[config.mk]
export PLATFORM = sky130hd
export DESIGN_NAME = hazard_ctrl_flat
export DESIGN_NICKNAME = d
export VERILOG_FILES = /design/src/rtl/hazard_ctrl_if.sv /design/src/rtl/hazard_ctrl.sv /design/src/flat_wrapper.sv
export SDC_FILE = /design/constraint.sdc
export NUM_CORES = 1
export LEC_CHECK = 0
export CORE_ASPECT_RATIO = 1.5
export CORE_MARGIN = 2
export CORE_UTILIZATION = 40
export DETAILED_ROUTE_END_ITERATION = 8
export PLACE_DENSITY_LB_ADDON = 0.25
export REMOVE_ABC_BUFFERS = 1
export SLEW_MARGIN = 40
export SYNTH_ARGS = -nofsm -noshare
export SYNTH_HDL_FRONTEND = slang
export SYNTH_SLANG_ARGS = --single-unit
[constraint.sdc]
create_clock -name clk -period 1.9 [get_ports clk]
set_input_delay 0.38 -clock clk [delete_from_list [all_inputs] [get_ports clk]]
set_output_delay 0.38 -clock clk [all_outputs]
set_load 0.02 [all_outputs]
[src/rtl/hazard_ctrl_if.sv]
// rtl/hazard_ctrl_if.sv - ID-side hazard controller signal bundle
interface hazard_ctrl_if #(
   parameter int RF_AW = 5,
   parameter int CNT_W = 16
);
   logic             id_valid;
   logic [RF_AW-1:0] id_rs1_addr;
   logic [RF_AW-1:0] id_rs2_addr;
   logic             id_rs1_used;
   logic             id_rs2_used;
   logic             id_reg_wen;
   logic [RF_AW-1:0] id_reg_waddr;
   logic             id_mem_rd;
   logic             ex_take_branch;
   logic             ex_busy;
   logic             pipe_hold;
   logic             id_stall;
   logic             if_flush;
   logic             id2ex_bubble;
   logic             id2ex_op1_forward_from_mem;
   logic             id2ex_op1_forward_from_wb;
   logic             id2ex_op2_forward_from_mem;
   logic             id2ex_op2_forward_from_wb;
   logic [CNT_W-1:0] perf_load_stall_cnt;
   logic [CNT_W-1:0] perf_flush_cnt;

   // pipeline side: presents the ID instruction and EX status
   modport master (
      output id_valid, id_rs1_addr, id_rs2_addr, id_rs1_used, id_rs2_used,
             id_reg_wen, id_reg_waddr, id_mem_rd, ex_take_branch, ex_busy,
      input  pipe_hold, id_stall, if_flush, id2ex_bubble,
             id2ex_op1_forward_from_mem, id2ex_op1_forward_from_wb,
             id2ex_op2_forward_from_mem, id2ex_op2_forward_from_wb,
             perf_load_stall_cnt, perf_flush_cnt
   );

   // hazard controller side
   modport slave (
      input  id_valid, id_rs1_addr, id_rs2_addr, id_rs1_used, id_rs2_used,
             id_reg_wen, id_reg_waddr, id_mem_rd, ex_take_branch, ex_busy,
      output pipe_hold, id_stall, if_flush, id2ex_bubble,
             id2ex_op1_forward_from_mem, id2ex_op1_forward_from_wb,
             id2ex_op2_forward_from_mem, id2ex_op2_forward_from_wb,
             perf_load_stall_cnt, perf_flush_cnt
   );
endinterface

[src/rtl/hazard_ctrl.sv]
// rtl/hazard_ctrl.sv - forwarding selects, load-use stall, branch flush and busy hold
module hazard_ctrl #(
   parameter int RF_AW = 5,
   parameter int CNT_W = 16
) (
   input  logic         clk,
   input  logic         rst,
   hazard_ctrl_if.slave hz
);

   // mirrors of the destination state held in ID/EX and EX/MEM
   logic             ex_wen_q, ex_wen_d;
   logic [RF_AW-1:0] ex_waddr_q, ex_waddr_d;
   logic             ex_mem_rd_q, ex_mem_rd_d;
   logic             mem_wen_q;
   logic [RF_AW-1:0] mem_waddr_q;

   // registered forward selects travelling with the instruction into EX
   logic op1_mem_q, op1_wb_q, op2_mem_q, op2_wb_q;
   logic op1_mem_d, op1_wb_d, op2_mem_d, op2_wb_d;

   logic [CNT_W-1:0] load_cnt_q, flush_cnt_q;

   logic rs1_ex, rs2_ex, rs1_mem, rs2_mem;
   logic load_use, branch, hold, bubble;

   // source-operand matches against EX and MEM; x0 never matches
   always_comb begin
      rs1_ex  = hz.id_rs1_used & ex_wen_q  & (ex_waddr_q  == hz.id_rs1_addr) & (hz.id_rs1_addr != '0);
      rs2_ex  = hz.id_rs2_used & ex_wen_q  & (ex_waddr_q  == hz.id_rs2_addr) & (hz.id_rs2_addr != '0);
      rs1_mem = hz.id_rs1_used & mem_wen_q & (mem_waddr_q == hz.id_rs1_addr) & (hz.id_rs1_addr != '0);
      rs2_mem = hz.id_rs2_used & mem_wen_q & (mem_waddr_q == hz.id_rs2_addr) & (hz.id_rs2_addr != '0);
   end

   // pipeline control: busy beats branch, branch beats load-use
   always_comb begin
      hold     = hz.ex_busy;
      branch   = ~hold & hz.ex_take_branch;
      load_use = ~hold & hz.id_valid & (rs1_ex | rs2_ex) & ex_mem_rd_q;
      bubble   = branch | load_use;
   end

   assign hz.pipe_hold    = hold;
   assign hz.if_flush     = branch;
   assign hz.id_stall     = load_use & ~branch;
   assign hz.id2ex_bubble = bubble;

   // next mirror and forward-select state for an unheld advance
   always_comb begin
      ex_wen_d    = hz.id_reg_wen & hz.id_valid;
      ex_waddr_d  = hz.id_reg_waddr;
      ex_mem_rd_d = hz.id_mem_rd & hz.id_valid;
      // a load in EX cannot be forwarded from MEM; that case is bubbled instead
      op1_mem_d   = rs1_ex & ~ex_mem_rd_q;
      op2_mem_d   = rs2_ex & ~ex_mem_rd_q;
      op1_wb_d    = ~op1_mem_d & rs1_mem;
      op2_wb_d    = ~op2_mem_d & rs2_mem;
      if (bubble) begin
         ex_wen_d    = 1'b0;
         ex_waddr_d  = ex_waddr_q;
         ex_mem_rd_d = 1'b0;
         op1_mem_d   = 1'b0;
         op2_mem_d   = 1'b0;
         op1_wb_d    = 1'b0;
         op2_wb_d    = 1'b0;
      end
   end

   // mirror, flag and counter registers; everything freezes while EX is busy
   always_ff @(posedge clk) begin
      if (rst) begin
         ex_wen_q    <= 1'b0;
         ex_waddr_q  <= '0;
         ex_mem_rd_q <= 1'b0;
         mem_wen_q   <= 1'b0;
         mem_waddr_q <= '0;
         op1_mem_q   <= 1'b0;
         op1_wb_q    <= 1'b0;
         op2_mem_q   <= 1'b0;
         op2_wb_q    <= 1'b0;
         load_cnt_q  <= '0;
         flush_cnt_q <= '0;
      end else if (!hold) begin
         mem_wen_q   <= ex_wen_q;
         mem_waddr_q <= ex_waddr_q;
         ex_wen_q    <= ex_wen_d;
         ex_waddr_q  <= ex_waddr_d;
         ex_mem_rd_q <= ex_mem_rd_d;
         op1_mem_q   <= op1_mem_d;
         op1_wb_q    <= op1_wb_d;
         op2_mem_q   <= op2_mem_d;
         op2_wb_q    <= op2_wb_d;
         if (load_use && !branch && load_cnt_q != '1)
            load_cnt_q <= load_cnt_q + CNT_W'(1);
         if (branch && flush_cnt_q != '1)
            flush_cnt_q <= flush_cnt_q + CNT_W'(1);
      end
   end

   assign hz.id2ex_op1_forward_from_mem = op1_mem_q;
   assign hz.id2ex_op1_forward_from_wb  = op1_wb_q;
   assign hz.id2ex_op2_forward_from_mem = op2_mem_q;
   assign hz.id2ex_op2_forward_from_wb  = op2_wb_q;
   assign hz.perf_load_stall_cnt        = load_cnt_q;
   assign hz.perf_flush_cnt             = flush_cnt_q;

endmodule

[src/flat_wrapper.sv]
// flat-port wrapper written by rule: the top's interface ports become plain ports
module hazard_ctrl_flat 
#(
   parameter int RF_AW = 5,
   parameter int CNT_W = 16
)
  (clk, rst, hz_id_valid, hz_id_rs1_addr, hz_id_rs2_addr, hz_id_rs1_used, hz_id_rs2_used, hz_id_reg_wen, hz_id_reg_waddr, hz_id_mem_rd, hz_ex_take_branch, hz_ex_busy, hz_pipe_hold, hz_id_stall, hz_if_flush, hz_id2ex_bubble, hz_id2ex_op1_forward_from_mem, hz_id2ex_op1_forward_from_wb, hz_id2ex_op2_forward_from_mem, hz_id2ex_op2_forward_from_wb, hz_perf_load_stall_cnt, hz_perf_flush_cnt);
  hazard_ctrl_if #(.RF_AW(RF_AW), .CNT_W(CNT_W)) hz_i ();
  input  logic clk;
  input  logic rst;
  input wire logic [$bits(hz_i.id_valid)-1:0] hz_id_valid;
  input wire logic [$bits(hz_i.id_rs1_addr)-1:0] hz_id_rs1_addr;
  input wire logic [$bits(hz_i.id_rs2_addr)-1:0] hz_id_rs2_addr;
  input wire logic [$bits(hz_i.id_rs1_used)-1:0] hz_id_rs1_used;
  input wire logic [$bits(hz_i.id_rs2_used)-1:0] hz_id_rs2_used;
  input wire logic [$bits(hz_i.id_reg_wen)-1:0] hz_id_reg_wen;
  input wire logic [$bits(hz_i.id_reg_waddr)-1:0] hz_id_reg_waddr;
  input wire logic [$bits(hz_i.id_mem_rd)-1:0] hz_id_mem_rd;
  input wire logic [$bits(hz_i.ex_take_branch)-1:0] hz_ex_take_branch;
  input wire logic [$bits(hz_i.ex_busy)-1:0] hz_ex_busy;
  output wire logic [$bits(hz_i.pipe_hold)-1:0] hz_pipe_hold;
  output wire logic [$bits(hz_i.id_stall)-1:0] hz_id_stall;
  output wire logic [$bits(hz_i.if_flush)-1:0] hz_if_flush;
  output wire logic [$bits(hz_i.id2ex_bubble)-1:0] hz_id2ex_bubble;
  output wire logic [$bits(hz_i.id2ex_op1_forward_from_mem)-1:0] hz_id2ex_op1_forward_from_mem;
  output wire logic [$bits(hz_i.id2ex_op1_forward_from_wb)-1:0] hz_id2ex_op1_forward_from_wb;
  output wire logic [$bits(hz_i.id2ex_op2_forward_from_mem)-1:0] hz_id2ex_op2_forward_from_mem;
  output wire logic [$bits(hz_i.id2ex_op2_forward_from_wb)-1:0] hz_id2ex_op2_forward_from_wb;
  output wire logic [$bits(hz_i.perf_load_stall_cnt)-1:0] hz_perf_load_stall_cnt;
  output wire logic [$bits(hz_i.perf_flush_cnt)-1:0] hz_perf_flush_cnt;
  assign hz_i.id_valid = hz_id_valid;
  assign hz_i.id_rs1_addr = hz_id_rs1_addr;
  assign hz_i.id_rs2_addr = hz_id_rs2_addr;
  assign hz_i.id_rs1_used = hz_id_rs1_used;
  assign hz_i.id_rs2_used = hz_id_rs2_used;
  assign hz_i.id_reg_wen = hz_id_reg_wen;
  assign hz_i.id_reg_waddr = hz_id_reg_waddr;
  assign hz_i.id_mem_rd = hz_id_mem_rd;
  assign hz_i.ex_take_branch = hz_ex_take_branch;
  assign hz_i.ex_busy = hz_ex_busy;
  assign hz_pipe_hold = hz_i.pipe_hold;
  assign hz_id_stall = hz_i.id_stall;
  assign hz_if_flush = hz_i.if_flush;
  assign hz_id2ex_bubble = hz_i.id2ex_bubble;
  assign hz_id2ex_op1_forward_from_mem = hz_i.id2ex_op1_forward_from_mem;
  assign hz_id2ex_op1_forward_from_wb = hz_i.id2ex_op1_forward_from_wb;
  assign hz_id2ex_op2_forward_from_mem = hz_i.id2ex_op2_forward_from_mem;
  assign hz_id2ex_op2_forward_from_wb = hz_i.id2ex_op2_forward_from_wb;
  assign hz_perf_load_stall_cnt = hz_i.perf_load_stall_cnt;
  assign hz_perf_flush_cnt = hz_i.perf_flush_cnt;
  hazard_ctrl #(.RF_AW(RF_AW), .CNT_W(CNT_W)) u_core (.clk(clk), .rst(rst), .hz(hz_i));
endmodule
# [Word-level counts from Yosys, hierarchy flattened]
# Cells that the tools add are included.
[totals] register_bits=49 out_inout_bits=40
[classes] muxes=6 n_bitwise=31 add_sub_neg=2 eq_ne=6 n_reduce_logical=9
[op_table] op="16-bit by 1-bit adder with 16-bit output (second input constant)" n=2
[op_table] op="16-bit inequality test (second input constant)" n=2
[op_table] op="1-bit AND" n=23
[op_table] op="5-bit equality test" n=4
[op_table] op="5-bit nonzero test" n=2
[op_table] op="1-bit two-way mux" n=6
[op_table] op="1-bit NOT" n=6
[op_table] op="2-bit AND reduction" n=3
[op_table] op="1-bit logical AND" n=3
[op_table] op="1-bit bitwise OR" n=2
[op_table] op="1-bit logical NOT" n=1

# [Logic depth before layout (Yosys ltp)]
# Gate-level depths: netlist of run 1.
[depth] depth_word=9 depth_mapped=8 depth_no_buf=7

# [Worst setup path before layout of run 1]
# No wires, ideal clock.
[synth_timing] path_type="register to output" from="register u_core.ex_waddr_q[1]" to="output port hz_id2ex_bubble" stages_incl_launch_ff=6 arrival_time_ns=1.697 setup_slack_ns=-0.177 required_time_ns=1.520 cell_sequence="dfxtp_1 > xnor2_2 > nand3_2 > nor4_4 > o211ai_2 > o21ai_0"
[synth_via] elab_chain_cells=7 word_cells_on_any_way=10 cone_classes="eq/ne: 2; bitwise: 8"
[synth_rtl] element="start: declaration" line="hazard_ctrl.sv:13" text="logic [RF_AW-1:0] ex_waddr_q, ex_waddr_d;"
[synth_rtl] element="start signal: assignment" line="hazard_ctrl.sv:87" text="ex_waddr_q <= ex_waddr_d;"
[synth_rtl] element="5-bit equality test, on equally long branches" line="hazard_ctrl.sv:29, hazard_ctrl.sv:30"
[synth_rtl] element="1-bit AND, on equally long branches (2 in series)" line="hazard_ctrl.sv:29, hazard_ctrl.sv:30"
[synth_rtl] element="1-bit bitwise OR (*)" line="hazard_ctrl.sv:39" text="load_use = ~hold & hz.id_valid & (rs1_ex | rs2_ex) & ex_mem_rd_q;"
[synth_rtl] element="1-bit AND (*) (2 in series)" line="hazard_ctrl.sv:39"
[synth_rtl] element="1-bit bitwise OR (*)" line="hazard_ctrl.sv:40" text="bubble = branch | load_use;"
[synth_rtl] element="end: declaration" line="flat_wrapper.sv:24" text="output wire logic [$bits(hz_i.id2ex_bubble)-1:0] hz_id2ex_bubble;"
# Mark *: on every way between the ends. The rest lies on a longest branch, timed or not.

# [Final worst setup path of run 1]
[layout_timing] from="input port hz_id_rs2_addr[2]" to="output port hz_id2ex_bubble"
[layout_via] elab_chain_cells=7 word_cells_on_any_way=8 cone_classes="eq/ne: 1; bitwise: 6; reduce/logical: 1"
[layout_rtl] element="start: declaration" line="flat_wrapper.sv:13" text="input wire logic [$bits(hz_i.id_rs2_addr)-1:0] hz_id_rs2_addr;"
[layout_rtl] element="5-bit equality test" line="hazard_ctrl.sv:30" text="rs2_ex = hz.id_rs2_used & ex_wen_q & (ex_waddr_q == hz.id_rs2_addr) & (hz.id_rs2_addr != '0);"
[layout_rtl] element="1-bit AND" line="hazard_ctrl.sv:30"
[layout_rtl] element="1-bit AND (*)" line="hazard_ctrl.sv:30"
[layout_rtl] element="1-bit bitwise OR (*)" line="hazard_ctrl.sv:39"
[layout_rtl] element="1-bit AND (*) (2 in series)" line="hazard_ctrl.sv:39"
[layout_rtl] element="1-bit bitwise OR (*)" line="hazard_ctrl.sv:40"
# Marks and branches as above.

==> out/results.tsv, run 1 <==
stage	metric	value	unit
run_status	status	complete, but fails checks	
run_status	violations	negative setup slack	
synthesis	synth_area_leaders	dfxtp_1 39%, xor2_1 7.6%, nor2_1 5.2%	
synthesis	async_flop_share	0	%
timing	fin_crit	2.19	ns
final_layout	diodes	0	
clock_tree	cts_sinks	49	
final_layout	fin_nets	463	
synthesis	synth_area	2530	sq um
detailed_routing	drt_iter0_drc	81	
timing	slew_violations	0	
synthesis	ys_warn_count	0	
timing	finalCritPeriodShare	115	%
pwr	power.density	490	nW/um^2
floorplan	io_pins	64	
timing	max_slew_margin	64.2	%
floorplan	initial_core_util	41.3	%
synthesis	ys_ff_latch	49	
critical_path	critPathKind	in -> out	
critical_path	arrival	1.81	ns
min_path	min_to	u_core.hz.id2ex_op2_forward_from_mem$_SDFFE_PP0N_	
timing	setup_viol	24	
detailed_routing	wl_per_cell	15.7	um
timing	finalWorstSetupSlack	-0.288	ns
clock_tree	clkTransAtPathRegs	0.09	ns
clock_tree	cts_tree	built	
detailed_routing	drt_first_pass_iters	6	
global_routing	antenna_found_initial	0	
synthesis	synth-seq-area-share	38.7	%
floorplan	die_x	69	um
pwr	peakVddDrop	0.628	mV
placement	place_congestion	0.871	
synthesis	synth_edf_count	0	
detailed_routing	via_per_inst	5.29	
synthesis	synth_top_area_share	38.7	%
synthesis	synth_area_leader_cell	dfxtp_1	
critical_path	rr_worst_depth	8	
detailed_routing	drc	0	
critical_path	crit_required	1.52	ns
critical_path	startpoint_type	primary input	
detailed_routing	drtAntennaViolNets	0	
floorplan	fp.dieH	102	um
synthesis	syn_inst	290	
critical_path	endpoint_kind	output port	
floorplan	die_area	7000	sq um
clock_tree	ctsHtreeMaxLevel	2	
timing	max_freq	457	MHz
global_routing	grt_max_degree	46	
min_path	min_path_type	reg -> reg	
pwr	cellLeakagePower	0.00174	uW
global_routing	first_global_vias	2688	
critical_path	timing.rr.end	u_core.hz.perf_load_stall_cnt[9]$_SDFFE_PP0P_	
min_path	min_from	u_core.hz.id2ex_op2_forward_from_mem$_SDFFE_PP0N_	
detailed_routing	vias	2704	
critical_path	worstPathMaxFanout	3	
timing	rsz0062_at_grt	yes	
synthesis	ys_types	44	
critical_path	reg2reg_from	u_core.ex_waddr_q[4]$_SDFFE_PP0P_	
final_layout	area_growth	69.5	%
pwr	total_power	2100	uW
detailed_routing	routed_wirelength	8020	um
timing	worst_pin_slew	0.535	ns
critical_path	r2r_slack	-0.27	ns
global_routing	grt_usage	22.2	%
final_layout	drive_gt1_share	36.4	%
floorplan	coreArea	6130	sq um
timing	finalHoldViolCount	0	
timing	finalClockSkew	0.0108	ns
floorplan	rows	35	
job	max_cap_viol_count	0	
global_routing	grt_pass1_wl	12500	um
synthesis	syn_area_per_cell	8.74	sq um
clock_tree	clockRootBuffer	clkbuf_8	
global_routing	globalRouteOverflowTotal	0	
clock_tree	ctsLongestPathBuffers	2	
min_path	min_delay_path_depth	2	
synthesis	yosys_most_used_dff	dfxtp_1	
clock_tree	clk_latency	0.30	ns
placement	portBuffers	63	
placement	dp_hpwl	5130	um
clock_tree	cts_made_buffers	5	
final_layout	fin_util	70.1	%
==> worst max-delay path: stages <==
cell and delay (ns):
buf_8 0.10, or4_4 0.54, nor2_4 0.13, nor4_4 0.06, buf_4 0.14, o211ai_4 0.22, o21ai_2 0.09, buf_4 0.16
==> layout by cell type (no fill, tap or decap), types with 8 or more instances in the layout <==
cell type / n
xor2_1: 22
nand4_1: 11
xnor2_1: 8
nand3_1: 15
nand2_1: 27
mux2i_1: 12
nor2_1: 33
buf_4: 78
dfxtp_1: 42
clkdlybuf4s50_1: 46
a21oi_1: 12
==> logic make-up (layout without fill, tap and decap cells) <==
group,after synthesis,in the layout,share of synthesized area [%]
buf+inv,17,164,3.36
flops,49,49,38.7
mux,14,14,5.63
xor+xnor,36,36,13.3
simple gates,132,132,27.9
compound gates,40,40,10.1
fa+ha+maj,2,2,0.987
==> worst max path at each step <==
stage          depth (start not counted)                                        endpoint                               from  slack (ns)
2_1_floorplan                          6  u_core.hz.perf_load_stall_cnt[15]$_SDFFE_PP0P_  u_core.ex_waddr_q[1]$_SDFFE_PP0P_       -0.19
3_3_place_gp                           7                                 hz_id2ex_bubble                  hz_id_rs2_addr[1]       -0.95
3_5_place_dp                           7                                 hz_id2ex_bubble                  hz_id_rs2_addr[1]       -1.01
4_1_cts                                8   u_core.hz.perf_load_stall_cnt[9]$_SDFFE_PP0P_  u_core.ex_waddr_q[1]$_SDFFE_PP0P_       -0.31
5_1_grt                                7                                     hz_id_stall                     hz_id_rs2_used       -0.36
6_report                               8                                 hz_id2ex_bubble                  hz_id_rs2_addr[2]       -0.29
==> routing by layer <==
| layer | wire [um] | GRT usage [%] | vias up |
|---|---|---|---|
| met2 | 4410 | 42.8 | 70 |
| li1 | - | - | 1321 |
| met4 | 290 | 10.9 | 0 |
| met1 | 3000 | 22.9 | 1292 |
| met5 | 0 | 0 | - |
| met3 | 314 | 3.88 | 21 |
==> cells in the mapped netlist (3+ instances only) <==
cell	count
clkbuf_1	5
a21oi_1	17
inv_1	5
and4_1	3
o21ai_1	5
nor4_1	3
or3_2	3
dfxtp_1	49
and3_1	4
or3_1	5
or4_1	6
xnor2_2	3
nand2_1	27
o31ai_1	4
xor2_1	22
o21ai_0	7
nor3_1	7
mux2i_1	12
nand3_1	15
nor2_1	35
nand4_1	11
xnor2_1	11
==> power by group <==
| part | internal (uW) | total, uW | switching, uW |
|---|---|---|---|
| combinational | 184 | 333 | 149 |
| clock | 383 | 719 | 336 |
| sequential | 1040 | 1050 | 14.5 |
==> cell type report <==
cell class / instances / area, sq um
clock inverters: 2 / 35.0
multi-input cells: 224 / 1690
inverters: 5 / 18.8
flip-flops and latches: 49 / 997
clock buffers: 5 / 68.8
well taps: 74 / 92.6
repair buffers: 152 / 1400
fillers: 462 / 1830
==> registers in the layout, summed over array words and instances, names as in the netlist <==
register	count
u_core.ex_wen_q	1
u_core.hz.perf_flush_cnt	16
u_core.ex_waddr_q	5
u_core.mem_wen_q	1
u_core.hz.perf_load_stall_cnt	16
u_core.hz.id2ex_op2_forward_from_mem	1
u_core.mem_waddr_q	5
u_core.hz.id2ex_op2_forward_from_wb	1
u_core.ex_mem_rd_q	1
u_core.hz.id2ex_op1_forward_from_wb	1
u_core.hz.id2ex_op1_forward_from_mem	1
==> what timing repair did <==
item                                   4_1_cts  5_1_grt
setup endpoints to repair                   40       30
setup buffers                               21        4
pin swaps                                   26       15
cloned                                       3        0
gates resized for setup                     85       41
hold buffers                                 0        0
endpoints found under the hold margin        0        0
==> through the flow <==
stage	hold WS [ns]	setup WS [ns]	std cells	instance area, sq um	TNS (ns)
2_1_floorplan	0.449	-0.191	278	2470	-2.33
3_3_place_gp	0.452	-0.948	476	3670	-26.04
3_5_place_dp	0.456	-1.01	476	3670	-27.74
4_1_cts	0.473	-0.315	507	4140	-5.10
5_1_grt	0.514	-0.364	511	4300	-6.14
6_report	0.470	-0.288	511	4300	-4.64
Power figures use the tool's default switching activity.
==> inputs of run 2 (changes only) <==
Settings changed: SLEW_MARGIN 40 to not set, TNS_END_PERCENT set to 50.
==> run 2 against run 1 <==
Compared with the run above:
- the run still ends with negative setup slack left
- critical path depth is 1 lower
- register-to-register slack better by 0.03 ns
- sequential cell count is the same
- combinational power is essentially flat
- maximum frequency decreased by 1.8%
==> out/results.tsv, run 2 (same netlist as run 1, synthesis figures left out) <==
stage	metric	value	unit	change
floorplan	coreArea	6130	sq um	unchanged
timing	finalCritPeriodShare	117	%	+2.1 points
floorplan	initial_core_util	41.3	%	unchanged
placement	place_area	3670	sq um	unchanged
placement	dpl.cell_count	476		unchanged
global_routing	first_global_vias	2684		-0.15%
detailed_routing	drt_first_pass_iters	6		unchanged
critical_path	startpoint_type	primary input		
detailed_routing	vias	2691		-0.48%
critical_path	slowest_delay	0.48	ns	-0.06 ns
timing	max_freq	449	MHz	-1.8%
timing	rsz0062_at_grt	yes		
final_layout	fin_nets	463		unchanged
timing	fin_crit	2.23	ns	+0.0404 ns
run_status	status	complete, but fails checks		
detailed_routing	drc	0		unchanged
clock_tree	clockRootBuffer	clkbuf_8		
detailed_routing	via_per_inst	5.27		-0.48%
global_routing	globalRouteOverflowTotal	0		unchanged
floorplan	die_area	7000	sq um	unchanged
final_layout	drive_gt1_share	35.9	%	-0.46 points
critical_path	worstPathMaxFanout	3		unchanged
placement	place_congestion	0.871		unchanged
global_routing	grt_pass1_wl	12500	um	-0.11%
final_layout	area_growth	69.7	%	
placement	dp_hpwl	5130	um	unchanged
global_routing	grt_usage	22.2	%	about the same
timing	finalClockSkew	0.0113	ns	+0.000453 ns
timing	max_slew_margin	64.7	%	+0.49 points
min_path	min_path_type	reg -> reg		
critical_path	endpoint_kind	output port		
detailed_routing	routed_wirelength	8040	um	+0.31%
detailed_routing	drt_iter0_drc	80		-1.2%
critical_path	crit_path_frequent_cell	buf_4		
clock_tree	clkTransAtPathRegs	0.09	ns	about the same
final_layout	final_common_cell	buf_4		
clock_tree	ctsLongestPathBuffers	2		unchanged
critical_path	crit_required	1.52	ns	about the same
critical_path	path_cells	clkdlybuf4s50_1 > nand2_1 > nor4_4 > buf_4 > o211ai_4 > o21ai_2 > buf_4		
critical_path	cpMaxStageDelayCell	clkdlybuf4s50_1		
timing	slew_violations	0		unchanged
detailed_routing	drtAntennaViolNets	0		unchanged
final_layout	fin_cells	511		unchanged
floorplan	rows	35		unchanged
timing	finalWorstSetupSlack	-0.329	ns	-0.0404 ns
critical_path	r2r_slack	-0.24	ns	+0.03 ns
pwr	cellLeakagePower	0.00174	uW	-0.40%
clock_tree	ctsHtreeMaxLevel	2		unchanged
floorplan	die_x	69	um	unchanged
timing	setup_viol	25		+4.2%
critical_path	critPathKind	in -> out		
clock_tree	cts_sinks	49		unchanged
run_status	violations	negative setup slack		
floorplan	io_pins	64		unchanged
floorplan	fp.dieH	102	um	unchanged
detailed_routing	wl_per_cell	15.7	um	+0.31%
final_layout	stdcell_area	4300	sq um	+0.15%
clock_tree	cts_tree	built		
clock_tree	cts_made_buffers	5		unchanged
global_routing	grt_max_degree	46		unchanged
final_layout	fillers	459		-0.65%
job	max_cap_viol_count	0		unchanged
placement	portBuffers	63		unchanged
global_routing	antenna_found_initial	0		unchanged
pwr	peakVddDrop	0.630	mV	+0.26%
final_layout	diodes	0		unchanged
final_layout	most-common-layout-cells	77 x buf_4, 47 x clkdlybuf4s50_1, 43 x dfxtp_1		
timing	worst_pin_slew	0.528	ns	-0.00727 ns
critical_path	arrival	1.85	ns	+0.04 ns
timing	finalHoldViolCount	0		unchanged
pwr	power.density	489	nW/um^2	about the same
clock_tree	clk_latency	0.30	ns	about the same
run 2: final timing paths:
| path | cells past startpoint | end | from |
|---|---|---|---|
| setup reg to reg | 8 | u_core.hz.perf_load_stall_cnt[9]$_SDFFE_PP0P_ | u_core.ex_waddr_q[4]$_SDFFE_PP0P_ |
| setup / recovery | 7 | hz_id2ex_bubble | hz_id_rs2_used |
| hold / removal | 2 | u_core.hz.id2ex_op2_forward_from_mem$_SDFFE_PP0N_ | u_core.hz.id2ex_op2_forward_from_mem$_SDFFE_PP0N_ |
| hold reg to reg | 2 | u_core.hz.id2ex_op2_forward_from_mem$_SDFFE_PP0N_ | u_core.hz.id2ex_op2_forward_from_mem$_SDFFE_PP0N_ |
run 2: cell type report:
class | count | area, sq um | area share, %
clock inverters | 2 | 35.0 | 0.814
repair buffers | 152 | 1400 | 32.6
clock buffers | 5 | 68.8 | 1.60
multi-input cells | 224 | 1690 | 39.3
well taps | 74 | 92.6 | 2.15
flip-flops and latches | 49 | 996 | 23.1
inverters | 5 | 18.8 | 0.436
run 2: power by group:
part | internal, uW | switching, uW
registers | 1040 | 14.8
logic | 185 | 148
clock network | 383 | 338
run 2: timing repair:
| item | in CTS | in global routing |
|---|---|---|
| gates cloned | 3 | 0 |
| pin swaps | 25 | 12 |
| hold buffers | 0 | 0 |
| resized for setup | 81 | 38 |
| setup buffers | 21 | 4 |
| endpoints found under the setup margin | 40 | 35 |
run 2: routing by layer:
metal  GRT usage (%)  vias up  wire (um)
met4            11.2        0        224
li1                -     1318          -
met2            42.6       69       4510
met5               0        -          0
met3            3.98       15        301
met1            22.8     1289       3000
run 2: stage by stage:
step | hold slack (ns) | setup slack [ns] | setup TNS, ns | util [%] | total power [uW]
floorplan | 0.449 | -0.191 | -2.33 | - | 1160
global placement | 0.452 | -0.948 | -26.04 | 59.9 | 1330
detailed placement | 0.456 | -1.01 | -27.74 | 59.9 | 1330
CTS | 0.473 | -0.315 | -5.15 | 67.4 | 2090
global route | 0.514 | -0.369 | -6.31 | 70.2 | 2190
finish | 0.473 | -0.329 | -4.75 | 70.2 | 2110
run 2: worst max-delay path: cells and delay by family:
| family | cells | cell delay, ns |
|---|---|---|
| buffers and inverters | 3 | 0.81 |
| AO/OA/AOI/OAI | 2 | 0.27 |
| AND/OR/NAND/NOR | 2 | 0.39 |
==> inputs of run 3 (changes only) <==
Settings changed: CORE_ASPECT_RATIO 1.5 to not set.
==> run 3 against run 2 <==
Compared with the run above:
- the flow still finishes with violations (negative setup slack)
- register-to-register slack worse by 0.04 ns
- sequential share of layout area is 1.3 points higher
- clock power is 6.5% lower
- sequential cell count stayed put
- design area is 5.5% lower
- highest routed layer unchanged
- clock skew is 0.0018 ns lower
- final cell count is 1.8% lower
- worst hold slack better by 0.0070 ns
- combinational power is 17% lower
==> out/results.tsv, run 3 (same netlist as run 1, synthesis figures left out) <==
stage	metric	value	unit	change
critical_path	startpoint_type	flop		
critical_path	arrival	1.86	ns	about the same
clock_tree	clockRootBuffer	clkbuf_8		
timing	worst_pin_slew	0.494	ns	-0.0340 ns
placement	dp_hpwl	5070	um	-1.1%
pwr	cellLeakagePower	0.00159	uW	-8.3%
global_routing	first_global_vias	2618		-2.5%
detailed_routing	drc	0		unchanged
timing	finalCritPeriodShare	118	%	+0.77 points
placement	dp_worst_setup_slack	-1.08	ns	-0.0720 ns
clock_tree	cts_sinks	49		unchanged
clock_tree	cts_made_buffers	5		unchanged
timing	rsz0062_at_grt	yes		
detailed_routing	drt_first_pass_iters	4		-2
floorplan	coreArea	6240	sq um	+1.8%
global_routing	use_met1	29.0	%	+6.2 points
final_layout	final_common_cell	buf_4		
floorplan	die_area	6990	sq um	-0.20%
detailed_routing	vias	2640		-1.9%
min_path	min_path_type	reg -> reg		
critical_path	cpMaxStageDelayCell	dfxtp_4		
clock_tree	ctsLongestPathBuffers	2		unchanged
critical_path	worstPathMaxFanout	3		unchanged
pwr	total_power	2010	uW	-4.7%
global_routing	globalRouteOverflowTotal	0		unchanged
global_routing	grt_pass1_wl	12600	um	+0.72%
critical_path	endpoint_kind	output port		
global_routing	grt_max_degree	46		unchanged
global_routing	antenna_found_initial	0		unchanged
detailed_routing	wl_per_cell	14.7	um	-6.4%
job	max_cap_viol_count	0		unchanged
final_layout	most-common-layout-cells	68 x buf_4, 45 x clkdlybuf4s50_1, 44 x dfxtp_1		
timing	fin_crit	2.24	ns	+0.0146 ns
critical_path	path_buf_inv	2		-1
critical_path	critPathKind	reg -> out		
global_routing	grt_usage	21.7	%	-0.44 points
placement	portBuffers	63		unchanged
clock_tree	cts_hold_buf	0		unchanged
timing	max_slew_margin	67.1	%	+2.4 points
critical_path	path_cells	xnor2_4 > nand3_2 > nor4_4 > o211ai_2 > buf_4 > o21ai_2 > buf_6		
run_status	status	complete, but fails checks		
placement	place_congestion	0.905		+3.9%
final_layout	fin_nets	450		-2.8%
run_status	violations	negative setup slack		
timing	finalClockSkew	0.00947	ns	-0.00179 ns
detailed_routing	routed_wirelength	7400	um	-8.0%
floorplan	rows	29		-17%
timing	setup_viol	24		-4.0%
clock_tree	clkTransAtPathRegs	0.10	ns	about the same
final_layout	drive_gt1_share	30.6	%	-5.3 points
final_layout	area_growth	60.4	%	
detailed_routing	drt_iter0_drc	118		+48%
final_layout	diodes	0		unchanged
floorplan	die_x	83.6	um	+21%
critical_path	slowest_delay	0.42	ns	-0.06 ns
pwr	peakVddDrop	0.337	mV	-46%
timing	max_freq	446	MHz	-0.65%
pwr	power.density	494	nW/um^2	+0.86%
floorplan	fp.dieH	83.6	um	-18%
timing	finalHoldViolCount	0		unchanged
detailed_routing	via_per_inst	5.26		-0.14%
timing	slew_violations	0		unchanged
floorplan	initial_core_util	40.6	%	-0.73 points
global_routing	grt.busiest_layer	met2		
clock_tree	ctsHtreeMaxLevel	2		unchanged
critical_path	cp_top_family	simple AND/OR/NAND/NOR gates		
global_routing	grt_util_met2	37.1	%	-5.5 points
critical_path	crit_required	1.52	ns	about the same
floorplan	io_pins	64		unchanged
global_routing	grt_use_met3	3.17	%	-0.81 points
detailed_routing	drtAntennaViolNets	0		unchanged
timing	finalWorstSetupSlack	-0.343	ns	-0.0146 ns
clock_tree	cts_tree	built		
clock_tree	clk_latency	0.30	ns	about the same
==> run 3: changes by cell type in the layout (fill, tap and decap cells not counted), moves of 3 or more <==
| cell | change |
|---|---|
| a21oi_1 | +3 |
| a21oi_2 | -3 |
| buf_12 | -3 |
| buf_4 | -9 |
| o21ai_2 | -4 |
| o31ai_1 | +3 |
==> run 3: final timing paths <==
path	start	endpoint	slack, ns	cells after the start
worst min-delay path	u_core.hz.id2ex_op2_forward_from_mem$_SDFFE_PP0N_	u_core.hz.id2ex_op2_forward_from_mem$_SDFFE_PP0N_	0.48	2
worst max-delay path	u_core.ex_waddr_q[4]$_SDFFE_PP0P_	hz_id2ex_bubble	-0.34	7
worst min register to register	u_core.hz.id2ex_op2_forward_from_mem$_SDFFE_PP0N_	u_core.hz.id2ex_op2_forward_from_mem$_SDFFE_PP0N_	0.48	2
worst max register to register	u_core.ex_waddr_q[4]$_SDFFE_PP0P_	u_core.hz.perf_load_stall_cnt[5]$_SDFFE_PP0P_	-0.28	8
==> run 3: repair_timing <==
action,CTS,global route
setup buffers,12,1
pin swaps,17,10
cloned,2,0
resized for setup,76,20
endpoints found under the hold margin,0,0
endpoints found under the setup margin,44,33
==> run 3: tightest hold or removal path: cells and delay by family, from the launching register on <==
kind / cells / cell delay [ns]
compound gates: 1 / 0.05
flops: 1 / 0.32
simple gates: 1 / 0.06
==> run 3: layout make-up <==
cell class	instances	area [sq um]
Fill cell	519	2180
Multi-Input combinational cell	226	1670
Timing Repair Buffer	137	1190
Sequential cell	49	992
Tap cell	77	96.3
Clock buffer	6	82.6
Inverter	5	18.8
Clock inverter	2	16.3
==> run 3: power breakdown <==
group / switching (uW) / internal [uW] / total (uW)
Clock: 373 / 301 / 674
Combinational: 130 / 148 / 277
Sequential: 17.7 / 1040 / 1060
Total: 520 / 1490 / 2010
==> run 3: per-stage QoR <==
stage / cell area, sq um / instances / hold slack (ns) / TNS, ns / util [%]
6_report: 4070 / 502 / 0.480 / -3.88 / 65.1
5_1_grt: 4070 / 502 / 0.535 / -6.55 / 65.1
4_1_cts: 3980 / 502 / 0.476 / -3.85 / 63.8
3_5_place_dp: 3670 / 481 / 0.462 / -29.42 / 58.8
3_3_place_gp: 3670 / 481 / 0.456 / -28.39 / 58.8
2_1_floorplan: 2470 / 278 / 0.449 / -2.33 / -
==> run 3: metal layers <==
metal / wire length, um / part of all wire (%)
met1: 3320 / 45
met2: 3640 / 49
met3: 384 / 5.2
met4: 60 / 0.81
met5: 0 / 0
